**src/rtl/rx_pkg.sv**
```systemverilog
// rtl/rx_pkg.sv - shared types and default sizes for the buffered serial receiver
package rx_pkg;

  localparam int DEF_PKT_W = 55;
  localparam int DEF_DEPTH = 4;

  typedef enum logic [1:0] {
    IDLE,
    DATA,
    PARITY,
    STOP
  } rx_state_t;

endpackage

```
**src/rtl/rx_deserializer.sv**
```systemverilog
// rtl/rx_deserializer.sv - framed serial deserialiser; optional even parity via RX_PARITY_EN
module rx_deserializer
  import rx_pkg::*;
#(
  parameter int PKT_W = DEF_PKT_W
) (
  input  logic             Clk_S,
  input  logic             Rst_n,
  input  logic             S_Data,
  output logic [PKT_W-1:0] pkt,
  output logic             pkt_push,
  output logic             frame_err
);

  localparam int BC_W = (PKT_W > 1) ? $clog2(PKT_W) : 1;

  rx_state_t       state, state_nxt;
  logic [BC_W-1:0] bitcnt;
  logic [PKT_W-1:0] shreg;
  logic            last_bit;
  logic            par_ok;

  assign last_bit = (bitcnt == BC_W'(PKT_W - 1));
  assign pkt      = shreg;

`ifdef RX_PARITY_EN
  logic par_bit;

  always_ff @(posedge Clk_S or negedge Rst_n) begin
    if (!Rst_n) begin
      par_bit <= 1'b0;
    end else if (state == PARITY) begin
      par_bit <= S_Data;
    end
  end

  assign par_ok = ~(^shreg ^ par_bit);
`else
  assign par_ok = 1'b1;
`endif

  always_comb begin
    state_nxt = state;
    case (state)
      IDLE:   if (!S_Data) state_nxt = DATA;
      DATA: begin
        if (last_bit) begin
`ifdef RX_PARITY_EN
          state_nxt = PARITY;
`else
          state_nxt = STOP;
`endif
        end
      end
      PARITY: state_nxt = STOP;
      STOP:   state_nxt = IDLE;
      default: state_nxt = IDLE;
    endcase
  end

  // shreg is held through STOP and the following cycle, so the FIFO can
  // write it directly on the registered push
  always_ff @(posedge Clk_S or negedge Rst_n) begin
    if (!Rst_n) begin
      state     <= IDLE;
      bitcnt    <= '0;
      shreg     <= '0;
      pkt_push  <= 1'b0;
      frame_err <= 1'b0;
    end else begin
      state     <= state_nxt;
      pkt_push  <= 1'b0;
      frame_err <= 1'b0;
      case (state)
        IDLE: bitcnt <= '0;
        DATA: begin
          shreg[bitcnt] <= S_Data;
          bitcnt        <= bitcnt + BC_W'(1);
        end
        STOP: begin
          pkt_push  <= S_Data & par_ok;
          frame_err <= ~(S_Data & par_ok);
        end
        default: ;
      endcase
    end
  end

endmodule

```
**src/rtl/rx_buffered_receiver.sv**
```systemverilog
// rtl/rx_buffered_receiver.sv - serial receiver with DEPTH-packet FIFO and valid/ready output; RX_PARITY_EN enables parity
module rx_buffered_receiver
  import rx_pkg::*;
#(
  parameter  int PKT_W = DEF_PKT_W,
  parameter  int DEPTH = DEF_DEPTH,
  localparam int CNT_W = $clog2(DEPTH) + 1
) (
  input  logic             Clk_S,
  input  logic             Rst_n,
  input  logic             S_Data,
  input  logic             RX_Ready,
  output logic             RX_Data_Valid,
  output logic [PKT_W-1:0] RX_Data,
  output logic [CNT_W-1:0] RX_Count,
  output logic             RX_Frame_Err,
  output logic             RX_Overflow
);

  localparam int PTR_W = $clog2(DEPTH);

  logic [PKT_W-1:0] pkt;
  logic             pkt_push;
  logic             frame_err;
  logic [PKT_W-1:0] mem [DEPTH];
  logic [PTR_W-1:0] wr_ptr, rd_ptr;
  logic [CNT_W-1:0] count;
  logic             full, pop, push;

  rx_deserializer #(.PKT_W(PKT_W)) u_deser (
    .Clk_S     (Clk_S),
    .Rst_n     (Rst_n),
    .S_Data    (S_Data),
    .pkt       (pkt),
    .pkt_push  (pkt_push),
    .frame_err (frame_err)
  );

  assign full = (count == CNT_W'(DEPTH));
  assign pop  = RX_Data_Valid & RX_Ready;
  // a pop in the same cycle frees the slot the incoming packet needs
  assign push = pkt_push & (~full | pop);

  always_ff @(posedge Clk_S or negedge Rst_n) begin
    if (!Rst_n) begin
      wr_ptr      <= '0;
      rd_ptr      <= '0;
      count       <= '0;
      RX_Overflow <= 1'b0;
      for (int i = 0; i < DEPTH; i++) mem[i] <= '0;
    end else begin
      if (push) begin
        mem[wr_ptr] <= pkt;
        wr_ptr      <= wr_ptr + PTR_W'(1);
      end
      if (pop) rd_ptr <= rd_ptr + PTR_W'(1);
      case ({push, pop})
        2'b10:   count <= count + CNT_W'(1);
        2'b01:   count <= count - CNT_W'(1);
        default: count <= count;
      endcase
      RX_Overflow <= pkt_push & full & ~pop;
    end
  end

  assign RX_Data_Valid = (count != '0);
  assign RX_Data       = mem[rd_ptr];
  assign RX_Count      = count;
  assign RX_Frame_Err  = frame_err;

endmodule

```
**config.mk**
```make
export PLATFORM = sky130hd
export DESIGN_NAME = rx_buffered_receiver
export DESIGN_NICKNAME = d
export VERILOG_FILES = /design/src/rtl/rx_pkg.sv /design/src/rtl/rx_deserializer.sv /design/src/rtl/rx_buffered_receiver.sv
export SDC_FILE = /design/constraint.sdc
export NUM_CORES = 1
export LEC_CHECK = 0
export BUFFER_PORTS_ARGS = -buffer_cell sky130_fd_sc_hd__clkbuf_2
export CAP_MARGIN = 20
export CORE_MARGIN = 3
export CORE_UTILIZATION = 60
export DETAILED_ROUTE_END_ITERATION = 7
export HOLD_SLACK_MARGIN = 0.05
export PLACE_DENSITY = 0.78
export SETUP_SLACK_MARGIN = 0.5
export SYNTH_ARGS = -nofsm -noshare
export SYNTH_HDL_FRONTEND = slang
export SYNTH_SLANG_ARGS = --single-unit
```
**constraint.sdc**
```tcl
create_clock -name Clk_S -period 4.41 [get_ports Clk_S]
set_clock_uncertainty 0.15 [all_clocks]
set_input_delay 0 -clock Clk_S [delete_from_list [all_inputs] [get_ports Clk_S]]
set_output_delay 0 -clock Clk_S [all_outputs]
set_load 0.01 [all_outputs]
```
# Word-level counts from Yosys, hierarchy flattened
# Cells that the tools add are included.
[word_totals]
wordCells = 65
input_bits = 4
ff_bits = 293
out_inout_bits = 61
[op_classes]
muxes = 16
magnitude_cmp = 5
bitwise_logic = 10
n_eq_ne = 9
n_reduce_logical = 7
add_sub_neg = 5
[ops]
columns = ["op", "n"]
rows = [
  ["$bwmux 220", 1],
  ["$mux 55", 3],
  ["$bmux 55 s2", 1],
  ["$demux 55 s2", 1],
  ["$bwmux 55", 1],
  ["$pmux 6 s2", 1],
  ["$pmux 2 s4", 1],
  ["$lt 6x7->1 const B", 1],
  ["$add 6x1->6 const B", 1],
  ["$demux 1 s6", 1],
  ["$eq 2x2->1 const B", 3],
  ["$eq 6x6->1 const B", 1],
  ["$ge 3x3->1 const B", 2],
  ["$ge 6x1->1 const B", 1],
  ["$not 2->3", 2],
  ["$pmux 3 s2", 1],
  ["$add 2x1->2 const B", 2],
  ["$and 1x1->1", 4],
  ["$eq 2x1->1 const B", 2],
  ["$mux 2", 2],
  ["$reduce_bool 2->1", 2],
  ["$add 3x1->3 const B", 1],
  ["$eq 3x3->1 const B", 1],
  ["$lt 3x1->1 const B", 1],
  ["10 further kinds", 15],
]

# Longest topological paths before layout
[depth]
depth_word = 6
mapped_depth = 8
depth_no_buf = 8

# Hierarchy
# Synthesis repeated with hierarchy kept, for this count alone.
[unflattened]
cells_unflattened = 827
hier_area_um2 = 13103.8
[modules_own_cells]
columns = ["module", "instances", "area_per_inst_um2", "cells_per_inst", "seq_area_each_um2"]
rows = [
  ["rx_buffered_receiver", 1, 9973.3, 569, 5705.5],
  ["rx_deserializer", 1, 3130.5, 258, 1626.6],
]

# Worst setup path before layout
# No wires, ideal clock.
[synth_timing]
path_type = "flip-flop to flip-flop"
from = "reg count[1] (netlist: RX_Count[1])"
to = "reg count[2] (netlist: RX_Count[2])"
path_buffers = 0
arrival_ns = 2.098
stages_incl_launch_ff = 9
required_time_ns = 4.181
slack_ns = 2.082
setup_time_ns = 0.079
synth_period_minus_slack_ns = 2.328
path_cell_list = "dfrtp_1 -> nor4b_4 -> nand2b_1 -> ha_1 -> inv_1 -> fa_1 -> xor2_1 -> nor2_1 -> xor2_1"
[synth_via]
elab_chain_cells = 6
word_cells_on_any_way = 12
classes_between = "add/sub (2); eq/ne (3); mux (1); bitwise (4); reduce/logical (2)"
[synth_lines]
columns = ["element", "line_no", "source"]
rows = [
  ["start, declared", "rx_buffered_receiver.sv:27", "logic [CNT_W-1:0] count;"],
  ["start signal, assigned", "rx_buffered_receiver.sv:58", "2'b10: count <= count + CNT_W'(1);"],
  ["start signal, assigned", "rx_buffered_receiver.sv:59", "2'b01: count <= count - CNT_W'(1);"],
  ["start signal, assigned", "rx_buffered_receiver.sv:60", "default: count <= count;"],
  ["$reduce_bool 3->1 / $eq 3x3->1 (equally long branches)", "rx_buffered_receiver.sv:66, rx_buffered_receiver.sv:39", ""],
  ["$and 1x1->1 / $not 1->1 (equally long branches)", "rx_buffered_receiver.sv:40, rx_buffered_receiver.sv:42", ""],
  ["$or 1x1->1", "rx_buffered_receiver.sv:42", "assign push = pkt_push & (~full | pop);"],
  ["$and 1x1->1", "rx_buffered_receiver.sv:42", ""],
  ["$eq 2x1->1 / $eq 2x2->1 (equally long branches)", "rx_buffered_receiver.sv:57", "case ({push, pop})"],
  ["$pmux 3 s2 / $reduce_bool 2->1 (equally long branches)", "-", ""],
]
# Several ways; a longest one is shown, not always the timed one.
# A chain may end at the register's enable or synchronous reset.

# Final worst setup path
[layout_timing]
from = "reg rd_ptr[0]"
to = "out RX_Data[35]"
[layout_via]
elab_chain_cells = 4
[layout_lines]
columns = ["element", "line_no", "source"]
rows = [
  ["start, declared", "rx_buffered_receiver.sv:26", "logic [PTR_W-1:0] wr_ptr, rd_ptr;"],
  ["start signal, assigned", "rx_buffered_receiver.sv:56", "if (pop) rd_ptr <= rd_ptr + PTR_W'(1);"],
  ["$not 2->3 (implied by the code)", "rx_buffered_receiver.sv:67", "assign RX_Data = mem[rd_ptr];"],
  ["$bmux 55 s2", "rx_buffered_receiver.sv:67", ""],
  ["$mux 55 (implied by the code) (2 in series)", "rx_buffered_receiver.sv:67", ""],
  ["end, declared", "rx_buffered_receiver.sv:14", "output logic [PKT_W-1:0] RX_Data,"],
]
# No other way between the ends. The select of a mux whose other input is x is not followed.

==> flow_metrics.py <==
metrics = {
    "pwr": {
        "peakVddDrop_mv": 0.373,
        "p_leak_nw": 6.81,
        "pwr_density_cell_mw_per_mm2": 604,
    },
    "global_routing": {
        "overflow": 0,
        "grt_max_degree": 117,
        "grt_pass1_wl_um": 43600,
        "grt_pass1_vias": 7966,
        "grt.total_usage": 0.231,
        "antenna_found_initial": 0,
    },
    "detailed_routing": {
        "drtAntennaViolNets": 0,
        "wl_per_cell_um": 22.6,
        "via_per_inst": 6.00,
        "drtIter0Drc": 297,
        "routed_wl_um": 26600,
        "drtPass1Iterations": 4,
        "drc": 0,
        "num_vias": 7077,
    },
    "setup_path": {
        "cp.depth": 3,
        "endpoint_kind": "primary output",
        "critPathCapture": "RX_Data[35]",
        "worst-path-buf-inv": 2,
        "r2r_slack_ns": 1.72,
        "critPathTopFamily": "flip-flops",
        "r2r-end": "RX_Count[2]",
        "arrival_ns": 2.82,
        "critPathMaxStageDelay_ns": 1.07,
        "cp.required_ns": 4.26,
        "r2r_cells": 8,
        "worst-path-max-fanout": 43,
        "start_kind": "flop",
        "cp_slowest_cell": "dfrtp_4",
        "path_cells": "buf_4, mux4_2, clkbuf_2",
        "reg2reg_from": "RX_Count[1]",
        "crit_type": "reg2out",
        "cp-startpoint": "rd_ptr[0]",
    },
    "floorplanning": {
        "start_util": 0.612,
        "row_count": 53,
        "coreArea_mm2": 0.0211,
        "die_area_mm2": 0.0233,
        "design.portCount": 65,
        "die_x_um": 153,
        "die_h_um": 153,
    },
    "timing": {
        "post-route-min-period_ns": 2.97,
        "worst_slew_pin_slew_ns": 0.974,
        "rsz0062_at_grt": "false",
        "drv_slew": 0,
        "finalCritPeriodShare": 0.674,
        "finalSetupTns_ns": 0,
        "setup_viol": 0,
        "setup_slack_ns": 1.44,
        "clock.fmax_mhz": 337,
        "hold_violations": 0,
        "relSlewSlack": 0.351,
    },
    "logic_synthesis": {
        "synth-edff-count": 0,
        "ys_seq_elements": 293,
        "synth_top_area_share": 0.568,
        "syn_area_mm2": 0.0129,
        "yosysTopAreaCell": "dfrtp_1",
        "synth_common_cells": "dfrtp_1 (293), mux2_2 (276), mux4_2 (55)",
        "synthTopCellsByArea": "dfrtp_1 (57%), mux2_2 (24%), mux4_2 (9.6%), buf_6 (1.7%), nand2_1 (1.1%)",
        "synth_nets": 832,
        "seq_area_frac_synth": 0.568,
        "synth.distinct_cells": 38,
        "synthArstFlopShare": 1.00,
        "ys.flop_type": "dfrtp_1",
        "yosys_warnings": 0,
        "syn-instance-count": 817,
        "synth_area_per_cell_um2": 15.8,
        "yosysMostFrequentCell": "dfrtp_1",
    },
    "clocking": {
        "clock-root-buffer": "clkbuf_16",
        "post_cts_buffers": 0,
        "htreeDepth": 1,
        "cts.clk_slew.worst_paths_ns": 0.06,
        "cts_sinks": 293,
        "cts_max_path_buffers": 3,
        "cts_tree": "built",
        "numCtsBuffers": 30,
        "clkLatencyLatePin_ns": 0.55,
    },
    "placement": {
        "port_buffers": 64,
        "pre_cts_ws_ns": 1.75,
        "hpwl_um": 15300,
        "routabilityCongestion": 0.784,
    },
    "final_layout": {
        "multiInputGateArea_mm2": 0.00524,
        "drive_gt1_frac": 0.521,
        "utilization": 0.692,
        "nFillCells": 1374,
        "seq_area_mm2": 0.00734,
        "n_antenna_cell": 0,
        "nNetsFinal": 897,
        "area.growth.synth_to_final_pct": 13.0,
    },
    "status": {
        "status": "finished, final reports clean",
    },
    "worst_hold_path": {
        "hp-class": "in2reg",
    },
    "run": {
        "maxCapViolations": 0,
    },
}
-- worst reg2reg max path, stage by stage (launching register included) --
cell	delay [ns]
dfrtp_1	0.45
nor4b_4	0.66
nand2b_1	0.27
ha_1	0.21
inv_1	0.06
fa_1	0.37
xor2_1	0.15
nor2_1	0.12
xor2_1	0.17
-- cell families (layout without fill, tap and decap cells) --
| group | Yosys count | count (layout) | share of synthesized area |
|---|---|---|---|
| buf+inv | 55 | 142 | 0.0282 |
| xor+xnor | 7 | 7 | 0.00475 |
| flops | 293 | 293 | 0.568 |
| fa+ha+maj | 11 | 11 | 0.0112 |
| simple gates | 105 | 105 | 0.0434 |
| compound gates | 15 | 15 | 0.00785 |
| mux | 331 | 331 | 0.337 |
-- cell usage in the layout (no fill, tap or decap), drive strengths merged --
| cell | instances |
|---|---|
| and3b | 3 |
| xnor2 | 4 |
| and2 | 3 |
| ha | 10 |
| nor4b | 2 |
| clkinv | 4 |
| or3 | 3 |
| nand2b | 2 |
| nand3 | 2 |
| mux4 | 55 |
| nand4 | 2 |
| bufinv | 8 |
| dlygate4sd3 | 4 |
| o311ai | 2 |
| buf | 11 |
| inv | 11 |
| and4bb | 3 |
| mux2 | 276 |
| o211ai | 1 |
| nor3b | 3 |
| nor2 | 33 |
| a21oi | 1 |
| nand3b | 3 |
| a21o | 1 |
| nand2 | 38 |
| clkbuf | 102 |
| o31a | 1 |
| o22ai | 2 |
| nor3 | 1 |
| nor2b | 1 |
| dfrtp | 293 |
| o21ai | 5 |
| fa | 1 |
| or3b | 3 |
| xor2 | 3 |
| nand4b | 3 |
| clkinvlp | 2 |
| o41ai | 2 |
-- stage by stage --
| step | power, mW | instances | instance area, um2 | hold WS (ns) |
|---|---|---|---|---|
| after floorplan | 5.23 | 817 | 12900 | -0.446 |
| after global routing | 9.23 | 1179 | 14600 | 0.279 |
| after global placement | 5.82 | 1120 | 13400 | -0.124 |
| after detailed placement | 5.98 | 1120 | 13400 | -0.109 |
| after CTS | 8.91 | 1179 | 14600 | 0.246 |
| final | 8.81 | 1179 | 14600 | 0.259 |
-- power by group --
group	switching [mW]	internal, mW	total (mW)
Combinational	0.840	1.19	2.03
Clock	1.05	1.85	2.90
Sequential	0.628	3.25	3.88
-- layer usage --
metal,vias up,global-route usage,routed length [um]
li1,3112,-,-
met1,3773,0.316,11100
met2,159,0.402,13700
met3,33,0.0378,1440
met4,0,0.0445,354
met5,-,0,0
-- how the worst min path moves through the flow --
| stage | slack (ns) | endpoint | startpoint | depth (start not counted) |
|---|---|---|---|---|
| final | 0.26 | RX_Overflow | RX_Ready | 4 |
| after global routing | 0.28 | RX_Overflow | RX_Ready | 4 |
| after CTS | 0.25 | RX_Overflow | RX_Ready | 4 |
| after detailed placement | -0.11 | mem[177] | Rst_n | 1 |
| after global placement | -0.12 | mem[177] | Rst_n | 1 |
| after floorplan | -0.45 | RX_Count[0] | Rst_n | 0 |
-- timing repair --
action | 4_1_cts | 5_1_grt
hold buffers | 5 | 0
hold endpoints to repair | 301 | 0
resized for setup | 0 | 0
-- sequential cells by signal, indices dropped and copies added (netlist names) --
register           cells
u_deser.pkt           55
RX_Overflow            1
mem                  220
u_deser.state          2
u_deser.frame_err      1
rd_ptr                 2
u_deser.pkt_push       1
wr_ptr                 2
u_deser.bitcnt         6
RX_Count               3
-- cell type report --
cell class,count,area share
tap,275,0.0236
multi-input combinational,469,0.359
timing repair buffer,78,0.0327
clock buffer,39,0.0593
sequential,293,0.503
inverter,10,0.00257
clock inverter,15,0.0202
Note: power is estimated with default switching activity, not from simulation.
